$ cat src/rtl/veryl_testcase_module04_arbiter.sv
// Round-robin arbiter sharing one data port among N valid/last burst requesters.
// Define VERYL_TESTCASE_ARB_HOLD_LIMIT_EN to cap accepted beats per grant at MAX_HOLD.
module veryl_testcase_module04_arbiter #(
  parameter int unsigned N        = 4,
  parameter int unsigned WIDTH    = 10,
  parameter int unsigned MAX_HOLD = 8
) (
  input  logic                   i_clk,
  input  logic                   i_rst_n,
  input  logic [N-1:0]           i_req,
  input  logic [N*WIDTH-1:0]     i_data,
  input  logic [N-1:0]           i_last,
  input  logic                   i_ready,
  output logic [N-1:0]           o_gnt,
  output logic [$clog2(N)-1:0]   o_owner,
  output logic                   o_busy,
  output logic                   o_valid,
  output logic [WIDTH-1:0]       o_data,
  output logic                   o_last
);

  localparam int unsigned OW = $clog2(N);

  typedef enum logic {StIdle, StBusy} state_e;

  state_e          r_state, w_state_d;
  logic [OW-1:0]   r_owner, w_owner_d;
  logic [OW-1:0]   r_ptr, w_ptr_d;
  logic [N-1:0]    r_gnt, w_gnt_d;

  logic [WIDTH-1:0] w_data_arr [N];
  logic             w_own_req, w_own_last, w_valid, w_accept, w_release, w_hold_hit;
  logic             w_found;
  logic [OW-1:0]    w_pick;
  int unsigned      w_k;

  for (genvar g = 0; g < N; g++) begin : g_unpack
    assign w_data_arr[g] = i_data[g*WIDTH +: WIDTH];
  end

  assign w_own_req  = i_req[r_owner];
  assign w_own_last = i_last[r_owner];
  assign w_valid    = (r_state == StBusy) && w_own_req;
  assign w_accept   = w_valid && i_ready;
  // Withdrawal releases without transferring a beat, so it need not wait for i_ready.
  assign w_release  = !w_own_req || (w_accept && (w_own_last || w_hold_hit));

  // First requester after the last owner, wrapping N-1 -> 0.
  always_comb begin
    w_found = 1'b0;
    w_pick  = '0;
    w_k     = 0;
    for (int unsigned i = 1; i <= N; i++) begin
      w_k = (32'(r_ptr) + i) % N;
      if (!w_found && i_req[OW'(w_k)]) begin
        w_found = 1'b1;
        w_pick  = OW'(w_k);
      end
    end
  end

`ifdef VERYL_TESTCASE_ARB_HOLD_LIMIT_EN
  logic [7:0] r_cnt, w_cnt_d;

  assign w_hold_hit = w_accept && (r_cnt == 8'(MAX_HOLD - 1));

  always_comb begin
    w_cnt_d = r_cnt;
    if (r_state == StIdle && w_found) begin
      w_cnt_d = '0;
    end else if (w_accept) begin
      w_cnt_d = r_cnt + 8'd1;
    end
  end

  always_ff @(posedge i_clk or negedge i_rst_n) begin
    if (!i_rst_n) begin
      r_cnt <= '0;
    end else begin
      r_cnt <= w_cnt_d;
    end
  end
`else
  // No beat counter; MAX_HOLD is never 0, so this term is constant false.
  assign w_hold_hit = (MAX_HOLD == 0) && w_accept;
`endif

  always_ff @(posedge i_clk or negedge i_rst_n) begin
    if (!i_rst_n) begin
      r_state <= StIdle;
      r_owner <= '0;
      r_ptr   <= OW'(N - 1);
      r_gnt   <= '0;
    end else begin
      r_state <= w_state_d;
      r_owner <= w_owner_d;
      r_ptr   <= w_ptr_d;
      r_gnt   <= w_gnt_d;
    end
  end

  always_comb begin
    w_state_d = r_state;
    w_owner_d = r_owner;
    w_ptr_d   = r_ptr;
    w_gnt_d   = r_gnt;
    unique case (r_state)
      StIdle: begin
        if (w_found) begin
          w_state_d = StBusy;
          w_owner_d = w_pick;
          w_gnt_d   = {{(N-1){1'b0}}, 1'b1} << w_pick;
        end
      end
      StBusy: begin
        if (w_release) begin
          w_state_d = StIdle;
          w_ptr_d   = r_owner;
          w_gnt_d   = '0;
        end
      end
      default: w_state_d = StIdle;
    endcase
  end

  always_comb begin
    o_gnt   = r_gnt;
    o_owner = r_owner;
    o_busy  = (r_state == StBusy);
    o_valid = w_valid;
    o_data  = (r_state == StBusy) ? w_data_arr[r_owner] : '0;
    o_last  = w_valid && w_own_last;
  end

endmodule

$ cat config.mk
export PLATFORM = sky130hd
export DESIGN_NAME = veryl_testcase_module04_arbiter
export DESIGN_NICKNAME = d
export VERILOG_FILES = /design/src/rtl/veryl_testcase_module04_arbiter.sv
export SDC_FILE = /design/constraint.sdc
export NUM_CORES = 1
export LEC_CHECK = 0
export ABC_AREA = 0
export ABC_CLOCK_PERIOD_IN_PS = 1500
export BUFFER_PORTS_ARGS = -buffer_cell sky130_fd_sc_hd__buf_2
export CORE_ASPECT_RATIO = 0.5
export CORE_UTILIZATION = 30
export CTS_BUF_LIST = sky130_fd_sc_hd__clkbuf_16
export DETAILED_ROUTE_END_ITERATION = 12
export PLACE_DENSITY = 0.73
export RECOVER_POWER = 25
export SLEW_MARGIN = 20
export SYNTH_ARGS = -nofsm -noshare
export SYNTH_HDL_FRONTEND = slang
export SYNTH_SLANG_ARGS = --single-unit
$ cat constraint.sdc
create_clock -name i_clk -period 1.5 [get_ports i_clk]
set_input_delay 0.075 -clock i_clk [delete_from_list [all_inputs] [get_ports i_clk]]
set_output_delay 0.075 -clock i_clk [all_outputs]
set_load 0.005 [all_outputs]
After elaboration in Yosys (flattened, before gate mapping)
Index checks and enable logic that the tools add are counted.
Word-level totals
  output and inout port bits: 19
  word-level logic and storage cells: 64
  bits in registers: 9
Operators by class
  reduce and logical (&&, ||, !) cells: 15
  bitwise operators: 2
  shifts and indexed selects: 1
  equality and inequality tests: 2
  add/sub/neg operators: 4
  order comparisons: 6
  mux-type cells: 30
Operators with widths (count)
  $mux W10: 3
  $bmux W10 S2: 1
  $lt A2 B3 Y1 const B: 5
  $bmux W1 S2: 6
  $mux W1: 12
  $mux W2: 4
  $mux W4: 2
  $pmux W4 S2: 1
  $logic_and A1 B1 Y1: 7
  $reduce_and A2 Y1: 3
  $add A2 B1 Y2 const B: 2
  $add A2 B2 Y2 const B: 2
  $logic_not A1 Y1: 4
  $shl A1 B2 Y4 const A: 1
  $ge A3 B3 Y1 const B: 1
  $not A2 Y3: 1
  $ne A2 B1 Y1 const B: 1
  $ne A2 B2 Y1 const B: 1
  $pmux W1 S2: 1
  $logic_or A1 B1 Y1: 1
  $not A1 Y1: 1

Logic depth before layout (Yosys ltp)
Gate-level depths: netlist of the first run.
  word-level depth: 16
  mapped depth: 5
  gate-level depth less buffers: 4

Least setup slack after synthesis of the first run
OpenSTA, ideal clock, no wires.
  kind: register to register
  start: register r_owner[0] (netlist: o_owner[0])
  end: register r_ptr[0]
  period minus slack after synthesis: 1637 ps
  data required time: 1418 ps
  path buffers: 1
  cell stages (with the launch flop): 6
  path slack: -137 ps
  library setup time: 82 ps
  arrival time: 1554 ps
  cells stage by stage: dfrtp_1 -> buf_6 -> mux4_2 -> o221ai_2 -> and2_4 -> mux2_4
On the way
  longest elaborated chain between the ends: 7
  elaborated cells on any way between the ends: 10
  those cells by class: mux: 4; reduce/logical: 6
RTL lines
  from (decl): line 27  | logic [OW-1:0] r_owner, w_owner_d;
  from (signal assigned): line 96  | r_owner <= w_owner_d;
  $bmux W1 S2: line 41  | assign w_own_req = i_req[r_owner];
  $mux W1 (implied by the code): line 41
  $logic_and A1 B1 Y1: line 43  | assign w_valid = (r_state == StBusy) && w_own_req;
  $logic_and A1 B1 Y1: line 44  | assign w_accept = w_valid && i_ready;
  $logic_and A1 B1 Y1: line 46  | assign w_release = !w_own_req || (w_accept && (w_own_last || w_hold_hit));
  $logic_or A1 B1 Y1: line 46
  $reduce_and A2 Y1 (no line)
  to (signal assigned): line 92  | r_ptr <= OW'(N - 1);
  to (signal assigned): line 97  | r_ptr <= w_ptr_d;
  to (decl): line 28  | logic [OW-1:0] r_ptr, w_ptr_d;
Several ways; a longest one is shown, not always the timed one. The select of a mux whose other input is x is not followed.
A chain may end at the register's enable or synchronous reset.

Worst setup path after layout of the first run
Ends and elaborated chain as after synthesis.

==> results, run 1 <==
- The flow ran to the end, but the final reports show violations.
- The checks that failed: negative setup slack.
- The cell count after placement is 183.
- In this run the count of I/O pins placed on the die edge is 70.
- In this run, the number of DRC markers left after iteration 0 of detailed routing was 11.
- From bottom edge to top edge, the die measures 39.8 um.
- The peak clock frequency supported by timing is around 570 MHz.
- The share of the synthesized area in the top cell type is approximately a fifth.
- The deepest level of the CTS H-tree is 1.
- The total detailed-routing wirelength is 3.00 mm.
- The number of instances in the synthesized netlist is 75.
- Across the run, the number of max-cap violations was 0.
- The first global-routing pass estimated 4.13 mm of wire.
- Routability-driven placement finished with a final weighted congestion of 0.836.
- The remaining antenna violation count is 0.
- Global routing used 18.7% of the available tracks across all layers.
- The area added between synthesis and finish is 71.1%.
- TritonCTS built the clock tree.
- Setup repair after global routing could not meet its margin everywhere.
- The most common library cell in the layout ignoring fill and taps is buf_2.
- The depth of the worst register-to-register path is 5.
- The via count of the first global-routing pass is 856.
- The biggest area contributor in the post-synthesis netlist is mux4_2.
- Cells with a size suffix above 1 make up 69.2% of the layout.
- The clock buffer count from CTS is 3.
- The largest net degree at the start of global routing is 13.
- The standard-cell row count is 13.
- The worst path in the final design needs a cycle of 1.75 ns, including I/O delays and setup.
- The endpoint type of the worst setup path is a register.
- The sum of overflow across all layers after global routing is 0.
- In the layout the commonest cells are 65 x buf_2, 11 x mux4_2, 9 x buf_4.
- After detailed routing, the average wire length per cell comes to 15.6 um.
- For the pin with the worst max-slew slack, the measured transition is 0.493 ns.
- The fraction of registers with async set/reset is 100%.
- Dividing total power by cell area gives a power density of 2030 mW/mm2.
- The signal arrival time at the worst endpoint is 1.91 ns.
- The net count after synthesis is between 100 and 150.
- Across all setup checks in the final design, the least slack found is -0.251 ns.
- Setup total negative slack on the finished layout was measured at -3.14 ns.
- The worst pin sits at a relative slew slack of roughly two thirds.
- The worst hold path belongs to the class in -> async.
- The estimated wirelength of the detail-placed design is 2.12 mm.
- The die covers 0.00309 mm2.
- The register clock-pin slew on the reported worst setup and hold paths is 0.04 ns.
- The worst setup path is launched from a register.
- The count of final max-slew check failures is 0.
- The capturing point of the worst reg2reg path is r_ptr[0].
- After synthesis, the cell types taking the most area are mux4_2 21%, dfrtp_1 20%, mux4_1 9.2%, and2_1 7.3%, dfstp_2 6.1%.
- The number of synthesized flops with an enable pin is 0.
- The synthesized area is 858 um2.
- Clock latency on the worst-skew pair, taken at its later pin, is 0.23 ns.
- The leakage component of the power is 0.741 nW.
- VDD sags by at most 599 uV.
- At the placement stage, the worst setup path has a slack of -0.0878 ns.
- The number of distinct library cells after synthesis is 27.
- By startpoint and endpoint, the worst setup path is classified as reg -> reg.
- The final cell count without fillers is 193.
- The required time reported for the critical path endpoint is 1.66 ns.
- The DRC violations left is 0.
- The horizontal die dimension is 77.6 um.
- The mean post-synth cell area is 11.4 um2.
- In this run the clock root is driven by a clkbuf_16.
- Using the TritonRoute via totals, the vias-per-cell ratio works out to 5.10.
- The register bit total from synthesis is 9.
- In this run the critical register-to-register path is launched from o_owner[0].
- The largest driver fanout on the critical path is 4.
- 0 antenna diodes ended up in the layout.
- The reg2reg setup slack is -0.25 ns.
- The synthesis warning total is 0.
- The final layout contains 208 nets.
- The fraction of the yosys area taken by sequential cells is 26.5%.
- The number of antenna violations at the first check in global routing is 0.
- The count of endpoints failing setup in the final report is 20.
- Once the floorplan was initialized, standard cells occupied 32.4% of the core.
- The final-layout worst hold slack is 0.333 ns.
- The clock arrives with 0.00112 ns of skew.
- Counting along the longest clock path gives a buffer depth of 2.
- The number of failing hold endpoints at the final stage was 0.
- The port buffer count is 69.
- Fill cells in the final layout number 225.
- The number of vias after detailed routing is 985.
- The first detailed-routing pass ran for 4 iterations.
- The core region is 0.00265 mm2.
- The flip-flop cell with the highest count after synthesis is dfrtp_1.
- Of the available clock period, the critical path in the final layout requires 117%.
- The sink count of the clock tree is 9.
==> through the flow <==
step / utilization, % / power, mW / area (um2)
6_report: 55.4 / 2.98 / 1470
3_3_place_gp: 48.0 / 2.06 / 1270
4_1_cts: 54.1 / 2.87 / 1440
5_1_grt: 55.4 / 3.17 / 1470
3_5_place_dp: 48.0 / 2.11 / 1270
2_1_floorplan: - / 1.54 / 858
==> routing by layer <==
| layer | track usage (%) | share of wire, % | vias to the layer above |
|---|---|---|---|
| met1 | 22.3 | 39 | 493 |
| met5 | 0 | 0 | - |
| li1 | - | - | 452 |
| met4 | 8.49 | 1.4 | 0 |
| met2 | 33.6 | 54 | 36 |
| met3 | 4.19 | 5.7 | 4 |
==> power breakdown <==
group | internal [mW] | switching (mW)
Sequential | 0.384 | 0.147
Combinational | 1.19 | 0.789
Clock | 0.348 | 0.118
==> worst max-delay path, stage by stage, from the launching register on <==
cell and delay (ns):
dfrtp_2 0.42, buf_6 0.11, mux4_2 0.53, o221ai_4 0.10, and2_4 0.20, mux2_4 0.30
==> kinds of logic after synthesis <==
kind of cell           count (synthesis)  share of synthesized area, %
AND/OR/NAND/NOR                       26                          16.3
AO/OA/AOI/OAI                         17                          15.5
multiplexers                          16                          37.3
flip-flops                             9                          26.5
buffers and inverters                  7                          4.37
==> state kept, by name, indices dropped and copies added (netlist names) <==
register / cells
o_gnt: 4
o_owner: 2
o_busy: 1
r_ptr: 2
==> repair_timing <==
| item | 4_1_cts | 5_1_grt |
|---|---|---|
| cloned | 1 | 0 |
| pin swaps | 5 | 6 |
| hold buffers | 1 | 0 |
| gates resized for setup | 10 | 10 |
| hold endpoints to repair | 9 | 0 |
| endpoints found under the setup margin | 19 | 20 |
| setup buffers | 3 | 2 |
==> worst max path at each step <==
stage                from  endpoint  slack [ns]
2_1_floorplan  o_owner[0]  r_ptr[0]       -0.14
3_3_place_gp   o_owner[0]  r_ptr[0]       -0.05
3_5_place_dp   o_owner[0]  r_ptr[0]       -0.09
4_1_cts        o_owner[0]  r_ptr[0]       -0.23
5_1_grt        o_owner[0]  r_ptr[0]       -0.31
6_report       o_owner[0]  r_ptr[0]       -0.25
==> Yosys cell counts (2+ instances only) <==
| master | instances |
|---|---|
| and2_1 | 10 |
| mux4_2 | 8 |
| dfrtp_1 | 7 |
| nand2_1 | 5 |
| nor2_1 | 5 |
| a21oi_1 | 3 |
| buf_2 | 3 |
| mux4_1 | 3 |
| nand2b_1 | 3 |
| a211oi_1 | 2 |
| a21o_1 | 2 |
| a32o_1 | 2 |
| dfstp_2 | 2 |
| inv_1 | 2 |
| mux2_4 | 2 |
| mux2i_1 | 2 |
| nor2b_1 | 2 |
| o21ai_0 | 2 |
| o32ai_1 | 2 |
==> layout make-up <==
class,instances,area (um2),share of cell area [%]
Multi-Input combinational cell,59,621,42.2
Timing Repair Buffer,82,487,33.1
Sequential cell,9,229,15.6
Clock buffer,3,75.1,5.11
Tap cell,37,46.3,3.15
Inverter,2,7.51,0.511
Clock inverter,1,3.75,0.256
Power figures use the tool's default switching activity.
==> run 2, diff against run 1 <==
==> constraint.sdc (replaced) <==
create_clock -name i_clk -period 1.5 [get_ports i_clk]
set_input_delay 0.075 -clock i_clk [delete_from_list [all_inputs] [get_ports i_clk]]
set_output_delay 0.075 -clock i_clk [all_outputs]
set_load 0.01 [all_outputs]
==> run 2 against run 1 <==
The flow still finishes with violations (negative setup slack). Largest power group unchanged. Sequential cell count stayed put. Utilization is 0.47 points higher. Critical endpoint is now r_ptr[1]. Power is 7.2% higher.
==> results, run 2 (synthesized netlist as in run 1, its figures left out) <==
- 0 antenna diodes ended up in the layout.
- During I/O placement, the number of pins put on the boundary was 70.
- The count of buffers added on input and output ports is 69.
- The final critical path time including I/O delays and setup is around 1.7 ns.
- For the pin with the worst max-slew slack, the measured transition is approximately 0.49 ns.
- The leakage component of the power is roughly 0.74 nW.
- The chip height is 39.8 um.
- In the routed design, unresolved DRC markers number 0.
- The max-cap violation count is 0.
- The net count of the finished layout is approximately 210.
- Detailed placement ended at an HPWL of 2.10 mm.
- Entering global routing, the biggest net connects 14 pins.
- The signal arrival time at the worst endpoint is 1.89 ns.
- The proportion of layout cells with a drive suffix above 1 is between 70% and 80%.
- The wire length of the first global-routing pass is 3.98 mm.
- The worst register-to-register path has a depth of 5.
- The sink count of the clock tree is 9.
- The cell count after placement is between 150 and 200.
- The deepest level of the CTS H-tree is 1.
- The clock passes through at most 2 buffers.
- Routability-driven placement finished with a final weighted congestion of 0.820.
- The placeable core area is 0.00265 mm2.
- For this run, the number of standard cells in the final layout without fillers is a little under 200.
- The tightest min-delay check is of the in -> reg type.
- The endpoint type of the worst setup path is a register.
- The flow ran to the end, but the final reports show violations.
- After clock tree synthesis, the clock-pin slew on the worst setup and hold paths is 0.04 ns.
- The final setup skew is between 0.0006 and 0.0007 ns.
- The number of vias after detailed routing is 955.
- The checks that failed: negative setup slack.
- After routing, the total negative slack on setup checks comes to -2.88 ns.
- Using the TritonRoute via totals, the vias-per-cell ratio works out to just under 5.
- Summing all multi-input logic gate instances after layout gives 603 um2.
- In this run the power density over the cells is around 2200 mW/mm2.
- The largest driver fanout on the critical path is 4.
- After floorplanning, the core was divided into 13 placement rows.
- The worst setup path is launched from a register.
- The floorplan step defined a die boundary enclosing a little over 0.003 mm2.
- Leaving out fill and tap cells, the most frequent cell in the layout is buf_2.
- Setup violations remaining at the end of the flow were counted as 19.
- The starting DRC count in detailed routing is 54.
- The final-layout fill cell count is 236.
- Across the whole layout, storage elements account for 229 um2.
- In this run the tightest slew margin relative to its limit is 67.5%.
- Once detail routing completed, the nets flagged for antenna violations numbered 0.
- The TritonCTS clock tree is built.
- After layout, the worst setup slack is -0.228 ns.
- The first TritonRoute pass finished after 4 iterations.
- Setup repair after global routing could not meet its margin everywhere.
- The number of failing hold endpoints at the final stage was 0.
- Compared with the post-synthesis result, the final layout area differs by 72.6%.
- The critical path class is reg -> reg.
- The via count of the first global-routing pass is about 810.
- The count of final max-slew check failures is 0.
- The mean routed wirelength per cell is 15.2 um.
- For this run, the top clock speed supported by timing is 579 MHz.
- The root buffer cell chosen for the clock tree is clkbuf_16.
- The floorplan step set the die width to 77.6 um.
- The share of the clock period used by the worst path after layout is 115%.
- The register with the most flip-flops in the layout has 4 of them.
- The number of antenna violations at the first check in global routing came to 0.
- At the later pin of the worst-skew pair, clock insertion delay measures 0.24 ns.
- The maximum ir drop on the vdd rail is 807 uV.
- The number of cells traversed by the worst hold path is 4.
- Buffers inserted during clock tree synthesis total 3.
- The sum of overflow across all layers after global routing is 0.
- For the worst setup path, the data required time is about 1.7 ns.
- The top cell types in the final layout, fill and taps aside, are 61 x buf_2, 11 x mux4_2, 9 x buf_6.
- The final layout contains routed wiring with a total length of 2.94 mm.
- The total routing resource utilization after global routing is 18.3%.
- For this configuration, the core starts out at a cell density of 32.4%.
[run 2: cell count changes in the layout (fill, tap and decap cells not counted), moves of 2 or more]
| cell | before | now |
|---|---|---|
| buf_6 | 4 | 9 |
| buf_2 | 65 | 61 |
| and2_1 | 7 | 4 |
| and2_4 | 4 | 7 |
| inv_1 | 3 | 1 |
[run 2: final timing paths]
path,slack [ns],from,to
worst max register to register,-0.23,o_owner[0],r_ptr[1]
min in group asynchronous,0.31,i_rst_n,o_gnt[2]
max in group asynchronous,0.83,i_rst_n,o_owner[0]
worst min-delay path,0.29,i_ready,o_busy
worst min register to register,0.49,o_gnt[1],o_gnt[1]
worst max-delay path,-0.23,o_owner[0],r_ptr[1]
[run 2: routing by layer]
layer	track usage [%]	share of wire, %	wire [um]
met1	22.5	41	1200
met2	31.2	53	1560
met3	4.65	4.9	144
met4	8.49	1.3	39
met5	0	0	0
[run 2: report_power, final]
part / switching [mW] / internal, mW
Combinational: 0.914 / 1.30
Clock: 0.123 / 0.352
Sequential: 0.122 / 0.384
[run 2: layout make-up]
type,count,share of cell area [%]
multi-input cells,59,40.7
repair buffers,82,34.8
flip-flops and latches,9,15.5
clock buffers,3,5.07
well taps,37,3.13
inverters,2,0.507
clock inverters,1,0.338
[run 2: timing repair]
item / CTS / global route
buffers inserted: 3 / 2
pin swaps: 11 / 1
hold endpoints to repair: 9 / 0
hold buffers: 1 / 0
gates cloned: 1 / 0
gates resized for setup: 11 / 15
endpoints found under the setup margin: 19 / 19
[run 2: critical path, cell delays in order (launching register included)]
cell and delay, ns:
dfrtp_2 0.41, buf_6 0.11, mux4_2 0.52, o221ai_2 0.11, and2_4 0.21, mux2_4 0.29
[run 2: through the flow]
| stage | power [mW] | setup slack (ns) | util, % | instance area (um2) | hold WS [ns] |
|---|---|---|---|---|---|
| floorplan | 1.64 | -0.178 | - | 858 | -0.221 |
| global placement | 2.17 | -0.0444 | 48.0 | 1270 | -0.0610 |
| detailed placement | 2.21 | -0.0856 | 48.0 | 1270 | -0.0660 |
| CTS | 3.00 | -0.220 | 54.3 | 1440 | 0.221 |
| global route | 3.41 | -0.277 | 55.9 | 1480 | 0.325 |
| finish | 3.19 | -0.228 | 55.9 | 1480 | 0.295 |
